$ cat src/rtl/instr_encoder_pkg.sv
// Shared definitions for the instruction encoder: RV32I major opcodes,
// the encoder's input class codes and the encoding formats.
package instr_encoder_pkg;

  localparam logic [6:0] OP_LOAD   = 7'b0000011;
  localparam logic [6:0] OP_STORE  = 7'b0100011;
  localparam logic [6:0] OP_RTYPE  = 7'b0110011;
  localparam logic [6:0] OP_IALU   = 7'b0010011;
  localparam logic [6:0] OP_BRANCH = 7'b1100011;
  localparam logic [6:0] OP_JAL    = 7'b1101111;
  localparam logic [6:0] OP_JALR   = 7'b1100111;
  localparam logic [6:0] OP_LUI    = 7'b0110111;
  localparam logic [6:0] OP_AUIPC  = 7'b0010111;

  // Shift-immediate funct3 (SLLI/SRLI/SRAI share the funct7 slot in imm[11:5])
  localparam logic [2:0] F3_SHIFT_R = 3'b101;

  typedef enum logic [3:0] {
    CLS_LW     = 4'd0,
    CLS_SW     = 4'd1,
    CLS_R      = 4'd2,
    CLS_IALU   = 4'd3,
    CLS_BRANCH = 4'd4,
    CLS_JAL    = 4'd5,
    CLS_JALR   = 4'd6,
    CLS_LUI    = 4'd7,
    CLS_AUIPC  = 4'd8
  } instr_class_e;

  typedef enum logic [2:0] {
    FMT_I,
    FMT_S,
    FMT_B,
    FMT_J,
    FMT_U,
    FMT_R
  } instr_fmt_e;

endpackage

$ cat src/rtl/instr_field_pack.sv
// Combinational packer: maps an instruction class plus raw fields to the
// 32-bit RV32I instruction word.
// Ports: in_class, funct3, funct7_5, rd, rs1, rs2, imm (inputs);
//        word (encoded instruction), illegal (class code 9-15).
module instr_field_pack
  import instr_encoder_pkg::*;
(
  input  logic [3:0]  in_class,
  input  logic [2:0]  funct3,
  input  logic        funct7_5,
  input  logic [4:0]  rd,
  input  logic [4:0]  rs1,
  input  logic [4:0]  rs2,
  input  logic [31:0] imm,
  output logic [31:0] word,
  output logic        illegal
);

  logic [6:0]  opcode;
  logic [2:0]  f3;
  logic [6:0]  funct7;
  logic [11:0] imm_i;
  instr_fmt_e  fmt;

  assign funct7 = {1'b0, funct7_5, 5'b0};

  // Right shifts by immediate carry the arithmetic/logical select in imm[11:5]
  assign imm_i = (in_class == CLS_IALU && funct3 == F3_SHIFT_R) ? {funct7, imm[4:0]} : imm[11:0];

  always_comb begin
    opcode  = 7'b0;
    fmt     = FMT_R;
    f3      = funct3;
    illegal = 1'b0;
    case (in_class)
      CLS_LW:     begin opcode = OP_LOAD;   fmt = FMT_I; end
      CLS_SW:     begin opcode = OP_STORE;  fmt = FMT_S; end
      CLS_R:      begin opcode = OP_RTYPE;  fmt = FMT_R; end
      CLS_IALU:   begin opcode = OP_IALU;   fmt = FMT_I; end
      CLS_BRANCH: begin opcode = OP_BRANCH; fmt = FMT_B; end
      CLS_JAL:    begin opcode = OP_JAL;    fmt = FMT_J; end
      CLS_JALR:   begin opcode = OP_JALR;   fmt = FMT_I; f3 = 3'b000; end
      CLS_LUI:    begin opcode = OP_LUI;    fmt = FMT_U; end
      CLS_AUIPC:  begin opcode = OP_AUIPC;  fmt = FMT_U; end
      default:    illegal = 1'b1;
    endcase
  end

  always_comb begin
    word = 32'b0;
    case (fmt)
      FMT_I:   word = {imm_i, rs1, f3, rd, opcode};
      FMT_S:   word = {imm[11:5], rs2, rs1, f3, imm[4:0], opcode};
      FMT_B:   word = {imm[12], imm[10:5], rs2, rs1, f3, imm[4:1], imm[11], opcode};
      FMT_J:   word = {imm[20], imm[10:1], imm[11], imm[19:12], rd, opcode};
      FMT_U:   word = {imm[31:12], rd, opcode};
      FMT_R:   word = {funct7, rs2, rs1, f3, rd, opcode};
      default: word = 32'b0;
    endcase
    if (illegal) word = 32'b0;
  end

endmodule

$ cat src/rtl/instr_encoder.sv
// Instruction loader: accepts field bundles over a valid/ready handshake,
// encodes them and writes consecutive words into an instruction memory.
// Ports: clk, reset (sync, active high), start/finish session pulses,
//        in_valid/in_ready handshake with in_class and instruction fields,
//        imem_we/imem_addr/imem_wdata memory write port,
//        count (words written), done, err_illegal (sticky).
module instr_encoder
  import instr_encoder_pkg::*;
#(
  parameter int DEPTH  = 64,
  parameter int ADDR_W = 6
) (
  input  logic              clk,
  input  logic              reset,
  input  logic              start,
  input  logic              finish,
  input  logic              in_valid,
  output logic              in_ready,
  input  logic [3:0]        in_class,
  input  logic [2:0]        funct3,
  input  logic              funct7_5,
  input  logic [4:0]        rd,
  input  logic [4:0]        rs1,
  input  logic [4:0]        rs2,
  input  logic [31:0]       imm,
  output logic              imem_we,
  output logic [ADDR_W-1:0] imem_addr,
  output logic [31:0]       imem_wdata,
  output logic [ADDR_W:0]   count,
  output logic              done,
  output logic              err_illegal
);

  localparam logic [1:0] ST_IDLE = 2'd0;
  localparam logic [1:0] ST_LOAD = 2'd1;
  localparam logic [1:0] ST_DONE = 2'd2;

  localparam logic [ADDR_W+1:0] DEPTH_W = (ADDR_W+2)'(DEPTH);

  logic [1:0]        state;
  logic              we_q;
  logic [31:0]       word;
  logic              illegal;
  logic              accept;
  logic [ADDR_W+1:0] used;

  instr_field_pack u_pack (
    .in_class (in_class),
    .funct3   (funct3),
    .funct7_5 (funct7_5),
    .rd       (rd),
    .rs1      (rs1),
    .rs2      (rs2),
    .imm      (imm),
    .word     (word),
    .illegal  (illegal)
  );

  // Words already written plus the one registered for issue this cycle
  assign used     = {1'b0, count} + {{(ADDR_W+1){1'b0}}, we_q};
  assign in_ready = (state == ST_LOAD) && (used < DEPTH_W);
  assign accept   = in_valid && in_ready;
  assign done     = (state == ST_DONE);

  // A reset landing on the issue cycle must suppress the pending write
  assign imem_we = we_q && !reset;

  always_ff @(posedge clk) begin
    if (reset) begin
      state       <= ST_IDLE;
      we_q        <= 1'b0;
      imem_addr   <= '0;
      imem_wdata  <= 32'b0;
      count       <= '0;
      err_illegal <= 1'b0;
    end else begin
      we_q  <= accept && !illegal;
      count <= count + {{ADDR_W{1'b0}}, we_q};
      if (accept && !illegal) begin
        imem_addr  <= used[ADDR_W-1:0];
        imem_wdata <= word;
      end
      if (accept && illegal) err_illegal <= 1'b1;
      case (state)
        ST_IDLE: begin
          if (start) begin
            state       <= ST_LOAD;
            count       <= '0;
            err_illegal <= 1'b0;
          end
        end
        ST_LOAD: begin
          // Issuing the write that fills the last address also closes the session
          if (finish || (we_q && used == DEPTH_W)) state <= ST_DONE;
        end
        ST_DONE: begin
          if (start) begin
            state       <= ST_LOAD;
            count       <= '0;
            err_illegal <= 1'b0;
          end
        end
        default: state <= ST_IDLE;
      endcase
    end
  end

endmodule

$ cat config.mk
export PLATFORM = sky130hd
export DESIGN_NAME = instr_encoder
export DESIGN_NICKNAME = d
export VERILOG_FILES = /design/src/rtl/instr_encoder_pkg.sv /design/src/rtl/instr_field_pack.sv /design/src/rtl/instr_encoder.sv
export SDC_FILE = /design/constraint.sdc
export NUM_CORES = 1
export LEC_CHECK = 0
export ABC_AREA = 1
export CAP_MARGIN = 40
export CORE_MARGIN = 1
export CORE_UTILIZATION = 45
export DETAILED_ROUTE_END_ITERATION = 7
export GPL_TIMING_DRIVEN = 1
export HOLD_SLACK_MARGIN = 0.05
export PLACE_DENSITY_LB_ADDON = 0.08
export SYNTH_ARGS = -nofsm -noshare
export SYNTH_HDL_FRONTEND = slang
export SYNTH_HIERARCHICAL = 1
export SYNTH_SLANG_ARGS = --single-unit
$ cat constraint.sdc
create_clock -name clk -period 2.4 [get_ports clk]
set_input_delay 0.36 -clock clk [delete_from_list [all_inputs] [get_ports clk]]
set_output_delay 0.36 -clock clk [all_outputs]
set_load 0.02 [all_outputs]
==> flow_summary_export.csv <==
group,metric,value,unit
critical_path,startpoint_type,"flop",
power_and_ir_drop,p_comb_share,22.0,%
clocking,cts_buffers,5,
cells_and_area,utilization,66.9,%
global_routing,grt_usage,23.6,%
power_and_ir_drop,p_switching,0.000551,W
sta,fin_setup_tns,0,ns
floorplanning,num_rows,29,
power_and_ir_drop,powerDensity,477,nW/µm²
clocking,cts_tree,"yes",
detailed_routing,wl,7930,µm
cells_and_area,syn2layout_area_growth,44.3,%
cells_and_area,nNetsFinal,673,
status,status,"finished clean",
detailed_routing,detail_route.first_pass.iterations,6,
sta,final-setup-viol-count,0,
detailed_routing,ant_nets,0,
power_and_ir_drop,max-vdd-ir-drop,0.257,mV
sta,worst_slack,0.178,ns
clocking,clock-sinks,49,
synthesis,synth_nets,566,
place,place_hpwl,5930,µm
sta,fmax,450,MHz
sta,tightest_slew,0.386,ns
global_routing,grt_pass1_vias,3053,
detailed_routing,drt_iter0_markers,102,
sta,max_slew_margin,74.2,%
power_and_ir_drop,p_leak,2.14,nW
critical_path,endpoint_kind,"output pin",
power_and_ir_drop,p_seq_share,42.3,%
floorplanning,die_x,82.9,µm
cells_and_area,final-seq-area,981,µm²
critical_path,arrival,1.86,ns
cells_and_area,final_area,4250,µm²
sta,slew_violations,0,
synthesis,syn_inst,504,
floorplanning,start_util,46.4,%
power_and_ir_drop,p_int,0.00148,W
floorplanning,fp.dieArea,6870,µm²
detailed_routing,routedWlPerCell,11.5,µm
power_and_ir_drop,p_clk_share,35.6,%
cells_and_area,drive_above_1_share,7.84,%
clocking,cts_setup_buffers,0,
synthesis,synth_area_per_cell,5.84,µm²
clocking,worstSkewPairLatency,0.30,ns
floorplanning,dieHeight,82.9,µm
global_routing,grt_max_degree,61,
clocking,ctsHoldBuffers,0,
critical_path,worstPathRequired,2.04,ns
place,pre_cts_ws,0.0648,ns
cells_and_area,multiInputGateArea,1570,µm²
floorplanning,io_pins,109,
critical_path,critPathMaxFanout,4,
cells_and_area,fill_cells,594,
global_routing,grt_pass1_wl,13400,µm
global_routing,grt_overflow,0,
sta,hold_viol,0,
clocking,htreeDepth,2,
place,port_buffers,108,
detailed_routing,drc,0,
detailed_routing,vias,3218,
global_routing,antenna_found_initial,0,
place,placed_area,4110,µm²
sta,finalCriticalPeriod,2.22,ns
power_and_ir_drop,switching_share,27.2,%
detailed_routing,avgViaCountPerCell,4.67,
worst_hold_path,hold_path.class,"flop to flop",
synthesis,yosys.cell_types.count,28,
synthesis,syn_area,2950,µm²
clocking,clkTransAtPathRegs,0.10,ns
synthesis,yosysWarningCount,6,
sta,period_share,92.6,%
clocking,clock_path_buffers,2,
sta,skew,0.00644,ns
cells_and_area,n_antenna_cell,0,
place,gp_congestion,0.911,
sta,rsz0062_at_grt,"false",
synthesis,ys_ff_latch,49,
critical_path,critical_path_class,"flop to output pin",
flow_run,max-cap-violations,0,
clocking,cts_root_buffer,"clkbuf_8",
floorplanning,fp.coreArea,6350,µm²
synthesis,ys_seq_area_share,33.3,%
[kinds of logic after synthesis]
group                    after synthesis  synth area share [%]
AO/OA/AOI/OAI                         39                  7.69
adder cells (fa/ha/maj)                2                 0.849
buffers and inverters                 98                  14.1
flip-flops                            49                  33.3
AND/OR/NAND/NOR                      316                  44.1
[area by class of cell]
class,instances,area share (%)
repair buffers,116,27.3
inverters,82,7.24
multi-input cells,357,36.9
clock buffers,5,1.62
clock inverters,3,1.62
flip-flops and latches,49,23.1
well taps,77,2.27
[metal layers]
metal	vias to the layer above	share of wire, %	track usage [%]
li1	1713	-	-
met1	1395	45	29.1
met2	100	47	40.2
met3	10	6.5	6.26
met4	0	1.0	6.74
met5	-	0	0
[flip-flops by register name, indices dropped and copies added (netlist names)]
name,count
imem_wdata,32
err_illegal,1
we_q,1
count,7
imem_addr,6
state,2
[cell usage in the layout (no fill, tap or decap)]
| cell | n |
|---|---|
| nand3_1 | 20 |
| inv_1 | 78 |
| a21oi_2 | 3 |
| nand2_1 | 179 |
| o21bai_1 | 2 |
| o31ai_1 | 1 |
| nand2_2 | 3 |
| buf_12 | 2 |
| a21boi_0 | 2 |
| bufinv_16 | 2 |
| inv_6 | 1 |
| o2111ai_1 | 1 |
| a21oi_1 | 21 |
| nor2_2 | 11 |
| inv_2 | 4 |
| ha_2 | 2 |
| clkbuf_2 | 1 |
| buf_4 | 6 |
| nor2_1 | 94 |
| dfxtp_1 | 49 |
| nand3_2 | 2 |
| a22oi_1 | 1 |
| o21ai_0 | 6 |
| clkdlybuf4s50_1 | 107 |
| nand4_1 | 2 |
| nand4_4 | 1 |
| o21ai_2 | 1 |
| a31oi_1 | 1 |
| nor2_4 | 3 |
| clkbuf_8 | 5 |
| or2_2 | 1 |
[final timing paths]
kind	from	endpoint	slack, ns	cells after the start
setup / recovery	we_q	in_ready	0.18	9
hold / removal	err_illegal	err_illegal	0.46	2
setup reg to reg	we_q	imem_addr[4]	0.40	11
hold reg to reg	err_illegal	err_illegal	0.46	2
[synthesized netlist by cell type]
cell	n	area (µm²)
nand2_1	179	672
nor2_1	94	353
inv_1	78	293
dfxtp_1	49	981
a21oi_1	22	110
nand3_1	20	100
nor2_2	11	68.8
o21ai_0	6	30.0
buf_2	5	25.0
buf_6	5	56.3
clkbuf_1	5	18.8
inv_2	4	15.0
nand2_2	3	18.8
nor2_4	3	33.8
a21boi_0	2	15.0
a21oi_2	2	17.5
ha_1	2	25.0
nand3_2	2	20.0
nand4_1	2	12.5
o21bai_1	2	15.0
a22oi_1	1	7.51
a31oi_1	1	6.26
buf_4	1	7.51
nand4_2	1	12.5
o2111ai_1	1	8.76
o21ai_2	1	8.76
o31ai_1	1	7.51
or2_2	1	6.26
[critical path, cell delays in order, from the launching register on]
cell and delay, ns:
dfxtp_1 0.37, ha_2 0.22, ha_2 0.20, nand3_1 0.12, nor2_1 0.13, nand2_1 0.07, nand2_2 0.07, nand2_1 0.05
nor2_1 0.14, clkbuf_2 0.19
[metrics by stage]
stage	hold WS (ns)	cells	power (W)
floorplan	0.429	504	0.00111
global placement	0.440	681	0.00132
detailed placement	0.446	681	0.00132
CTS	0.462	689	0.00205
global route	0.493	689	0.00214
finish	0.462	689	0.00203
[power by group through the flow]
stage	clock [W]	combinational, W	sequential (W)
2_1_floorplan	0	0.000198	0.000910
3_3_place_gp	0	0.000440	0.000876
3_5_place_dp	0	0.000447	0.000877
4_1_cts	0.000742	0.000449	0.000859
5_1_grt	0.000783	0.000491	0.000862
6_report	0.000722	0.000447	0.000858
[timing repair]
action	4_1_cts	5_1_grt
pin swaps	0	0
setup endpoints to repair	1	1
resized for setup	2	3
Power figures use the tool's default switching activity.
